<file path="src/rtl/reg_file.sv">
// Architectural register file with rename tags: 32 values, busy bits and ROB tags, two query ports.
// Optional macro RF_BYPASS_EN forwards a same-cycle qualifying commit to the query ports.
module reg_file #(
  parameter int ROB_SIZE_BIT = 5
) (
  input  logic                    clk_in,
  input  logic                    rst_in,
  input  logic                    rdy_in,
  input  logic                    rob_clear,
  input  logic                    is_update_val,
  input  logic [4:0]              update_val_id,
  input  logic [ROB_SIZE_BIT-1:0] update_val_dep,
  input  logic [31:0]             update_val,
  input  logic                    is_update_dep,
  input  logic [4:0]              update_dep_id,
  input  logic [ROB_SIZE_BIT-1:0] update_dep,
  input  logic [4:0]              qry1_id,
  input  logic [4:0]              qry2_id,
  output logic [31:0]             qry1_value,
  output logic [31:0]             qry2_value,
  output logic                    qry1_has_dep,
  output logic                    qry2_has_dep,
  output logic [ROB_SIZE_BIT-1:0] qry1_dep,
  output logic [ROB_SIZE_BIT-1:0] qry2_dep
);

  logic [31:0]             value_q [32];
  logic                    busy_q  [32];
  logic [ROB_SIZE_BIT-1:0] tag_q   [32];

  logic commit_ok;
  logic commit_clears;
  logic rename_ok;

  assign commit_ok     = is_update_val && (update_val_id != 5'd0);
  assign commit_clears = commit_ok && busy_q[update_val_id] &&
                         (tag_q[update_val_id] == update_val_dep);
  assign rename_ok     = is_update_dep && (update_dep_id != 5'd0);

  always_ff @(posedge clk_in) begin
    if (!rst_in) begin
      for (int i = 0; i < 32; i++) begin
        value_q[i] <= '0;
        busy_q[i]  <= 1'b0;
        tag_q[i]   <= '0;
      end
    end else if (rdy_in) begin
      if (rob_clear) begin
        for (int i = 0; i < 32; i++) begin
          busy_q[i] <= 1'b0;
          tag_q[i]  <= '0;
        end
      end else begin
        if (commit_ok) begin
          value_q[update_val_id] <= update_val;
          if (commit_clears) busy_q[update_val_id] <= 1'b0;
        end
        // Rename is issued last so it overrides a same-register commit.
        if (rename_ok) begin
          busy_q[update_dep_id] <= 1'b1;
          tag_q[update_dep_id]  <= update_dep;
        end
      end
    end
  end

`ifdef RF_BYPASS_EN
  logic bypass_ok;
  assign bypass_ok = rdy_in && !rob_clear && commit_clears;
`endif

  always_comb begin
    qry1_value   = value_q[qry1_id];
    qry1_has_dep = busy_q[qry1_id];
    qry1_dep     = tag_q[qry1_id];
    qry2_value   = value_q[qry2_id];
    qry2_has_dep = busy_q[qry2_id];
    qry2_dep     = tag_q[qry2_id];
`ifdef RF_BYPASS_EN
    if (bypass_ok && (qry1_id == update_val_id)) begin
      qry1_value   = update_val;
      qry1_has_dep = 1'b0;
    end
    if (bypass_ok && (qry2_id == update_val_id)) begin
      qry2_value   = update_val;
      qry2_has_dep = 1'b0;
    end
`endif
    if (qry1_id == 5'd0) begin
      qry1_value   = '0;
      qry1_has_dep = 1'b0;
      qry1_dep     = '0;
    end
    if (qry2_id == 5'd0) begin
      qry2_value   = '0;
      qry2_has_dep = 1'b0;
      qry2_dep     = '0;
    end
  end

endmodule

</file>
<file path="config.mk">
export PLATFORM = sky130hd
export DESIGN_NAME = reg_file
export DESIGN_NICKNAME = d
export VERILOG_FILES = /design/src/rtl/reg_file.sv
export SDC_FILE = /design/constraint.sdc
export NUM_CORES = 2
export LEC_CHECK = 0
export ABC_AREA = 1
export BUFFER_PORTS_ARGS = -buffer_cell sky130_fd_sc_hd__buf_2
export CELL_PAD_IN_SITES_DETAIL_PLACEMENT = 1
export CELL_PAD_IN_SITES_GLOBAL_PLACEMENT = 2
export CORE_MARGIN = 8
export CORE_UTILIZATION = 34
export DETAILED_ROUTE_END_ITERATION = 10
export PLACE_DENSITY_LB_ADDON = 0.1
export SLEW_MARGIN = 20
export SYNTH_ARGS = -nofsm -noshare
export SYNTH_HDL_FRONTEND = slang
export SYNTH_SLANG_ARGS = --single-unit
</file>
<file path="constraint.sdc">
create_clock -name clk_in -period 5 [get_ports clk_in]
set_clock_uncertainty 0.2 [all_clocks]
set_input_delay 0 -clock clk_in [delete_from_list [all_inputs] [get_ports clk_in]]
set_output_delay 0 -clock clk_in [all_outputs]
set_load 0.02 [all_outputs]
</file>
==> flow_metrics.env <==
export IMPL_status="completed"
export IMPL_cts_max_path_buffers=3
export IMPL_vias=63800
export IMPL_synthCells=7867
export IMPL_drt_wl_total_mm=344
export IMPL_syn_area_um2=66100
export IMPL_wl_met2_mm=159
export IMPL_ys_ff_latch=1216
export IMPL_io_buffers=143
export IMPL_start_util_pct=34.1
export IMPL_row_count=162
export IMPL_grtUsageTotal_pct=31.6
export IMPL_switching_share_pct=29.8
export IMPL_clk_latency_ns=0.83
export IMPL_drive_gt1_share_pct=8.77
export IMPL_holdWs_ns=0.130
export IMPL_synth_seq_area_share_pct=54.8
export IMPL_hpwl_mm=200
export IMPL_area_growth_syn_to_layout_pct=14.0
export IMPL_synthFlopType="edfxtp_1"
export IMPL_grt_pass1_wl_mm=483
export IMPL_io_pins=144
export IMPL_cts_buffers=154
export IMPL_place_gp_congestion=0.875
export IMPL_die_area_um2=209000
export IMPL_crit_arrival_ns=5.30
export IMPL_synth_edf_count=1184
export IMPL_gr_total_overflow=0
export IMPL_grt_pass1_vias=64200
export IMPL_grt_max_degree=125
export IMPL_drtIter0Drc=6859
export IMPL_crit_fanout=31
export IMPL_power_leakage_nw=27.3
export IMPL_clk_pin_slew_worst_paths_ns=0.06
export IMPL_drc=0
export IMPL_finalCritPeriodShare_pct=96.2
export IMPL_clkPwrFrac_pct=40.7
export IMPL_clock_fmax_mhz=208
export IMPL_yosysUniqueCellTypes=36
export IMPL_power_mw=26.7
export IMPL_tightest_slew_ns=1.29
export IMPL_viasPerCell=6.12
export IMPL_top_layer_used="met5"
export IMPL_setup_viol=0
export IMPL_rsz0062_at_grt="false"
export IMPL_vdd_ir_drop_max_v=0.000319
export IMPL_wl_met1_mm=140
export IMPL_detail_route_antenna_nets=0
export IMPL_die_w_um=457
export IMPL_finalHoldViolCount=0
export IMPL_avgSynthCellArea_um2=8.40
export IMPL_first_pass_iters=6
export IMPL_cts_max_level=4
export IMPL_synth_area_leaders="edfxtp_1 (54%), nor2_1 (13%), o21ai_0 (10%), nand2_1 (4.7%), clkbuf_1 (3.7%)"
export IMPL_yosysWarnings=0
export IMPL_slew_viol_final=0
export IMPL_core_um2=194000
export IMPL_postLayoutCoreUtil_pct=38.8
export IMPL_antenna_found_initial=5
export IMPL_drv_cap=0
export IMPL_final_nets=7820
export IMPL_cts_tree="yes"
export IMPL_fill_cells=22500
export IMPL_multiInputGateArea_um2=26500
export IMPL_route_detailed_wl_per_inst_um=33.0
export IMPL_comb_power_share_pct=14.1
export IMPL_powerDensity_nw_per_um2=354
export IMPL_crit_type="input pin to flip-flop"
export IMPL_async_flop_share_pct=0
export IMPL_p_sw_mw=7.95
export IMPL_min_period_ns=4.81
export IMPL_required_ns=5.49
export IMPL_internal_power_mw=18.7
export IMPL_synth_largest_area_cell="edfxtp_1"
export IMPL_min_path_type="input pin to flip-flop"
export IMPL_tns_ns=0
export IMPL_cp_start_kind="input pin"
export IMPL_die_h_um=457
export IMPL_seq_power_share_pct=45.2
export IMPL_synth_top_area_share_pct=53.8
export IMPL_max_slew_margin_pct=14.3
export IMPL_cts_root_buf="clkbuf_16"
export IMPL_regArea_um2=36200
export IMPL_clock_sinks=1216
export IMPL_cp_end_kind="flip-flop"
export IMPL_wl_met3_mm=22.6
[synth_stat cells (all sizes together), types with 32 or more instances]
cell,count
buf,113
clkbuf,654
o22ai,201
o221ai,272
o21ai,1366
nand2,826
nand3,259
a21oi,217
o211ai,63
dfxtp,32
inv,176
nor2,2373
a31oi,64
edfxtp,1184
[sequential cells by signal (all words and copies together) (netlist names)]
register,count
value_q,1024
busy_q,32
tag_q,160
[final timing paths]
kind | slack (ns) | cells after the start | endpoint | startpoint
setup / recovery | 0.19 | 21 | busy_q[3]$_DFF_P_ | update_val_id[2]
hold / removal | 0.13 | 5 | value_q[9][12]$_SDFFCE_PN0P_ | update_val[12]
setup reg to reg | 0.28 | 19 | busy_q[3]$_DFF_P_ | tag_q[15][2]$_SDFFCE_PN0P_
hold reg to reg | 0.29 | 2 | busy_q[0]$_DFF_P_ | busy_q[0]$_DFF_P_
[cell families after synthesis]
group	count (synthesis)	synth area share (%)
DFF	1216	54.8
and+or+nand+nor	3500	20.6
buffers and inverters	947	5.56
AOI/OAI and AO/OA	2203	19.1
other	1	0.00567
[layer usage]
metal / vias up / global-route usage, %
li1: 27300 / -
met1: 32800 / 40.5
met2: 2928 / 51.6
met3: 807 / 4.18
met4: 2 / 17.8
met5: - / 0
[cell type report]
class | instances | share of cell area, %
diodes | 3 | 0.00996
clock buffers | 191 | 5.34
clock inverters | 89 | 0.958
inverters | 180 | 0.963
multi-input cells | 5740 | 35.2
flip-flops and latches | 1216 | 48.0
well taps | 2542 | 4.22
repair buffers | 460 | 5.24
[metrics by stage]
step	cells	setup WS, ns	instance area [um2]
final	10400	0.192	75400
after global routing	10400	0.0155	75300
after CTS	10400	0.173	75300
after detailed placement	10100	1.17	69800
after global placement	10100	1.12	69800
after floorplan	7903	2.09	66200
[critical path, cell delays in order]
cell and delay (ns):
dlygate4sd3_1 0.54, buf_2 0.16, inv_1 0.17, nor3_2 0.05
dlygate4sd3_1 0.55, buf_4 0.20, nand2_1 0.08, nand2_1 0.14
nor2_1 0.19, nand3_1 0.09, nand2_1 0.08, nand2_1 0.05
dlygate4sd3_1 0.56, nor2_2 0.11, dlygate4sd3_1 0.59, buf_4 0.36
nand3_1 0.10, dlygate4sd3_1 0.57, nand2_1 0.07, nand2_1 0.05
dlygate4sd3_1 0.56
[power by group through the flow]
stage                     logic [mW]  clock network, mW  registers [mW]
after detailed placement        3.66                  0            12.2
after CTS                       3.72               11.0            12.0
after global placement          3.64                  0            12.2
after global routing            3.94               11.3            12.1
final                           3.75               10.9            12.0
after floorplan                 1.95                  0            12.1
[cells in the final DEF (no fill, tap or decap), types with 34 or more instances in the layout]
cell and count:
nor2_1 2368, o21ai_0 1366, edfxtp_1 1184, nand2_1 763
o221ai_1 272, nand3_1 258, a21oi_1 215, o22ai_1 201
buf_4 195, inv_1 160, clkbuf_16 155, buf_2 132
dlygate4sd3_1 80, a31oi_1 64, o211ai_1 63, nand2_2 63
buf_12 45, conb_1 37, clkbuf_1 35, clkinv_1 34
clkinv_2 34
[what timing repair did]
item	in CTS	in global routing
hold endpoints to repair	1325	0
hold buffers	80	0
gates resized for setup	0	1
setup buffers	0	0
setup endpoints to repair	0	1
No activity file was read; power rests on OpenSTA's default activity.
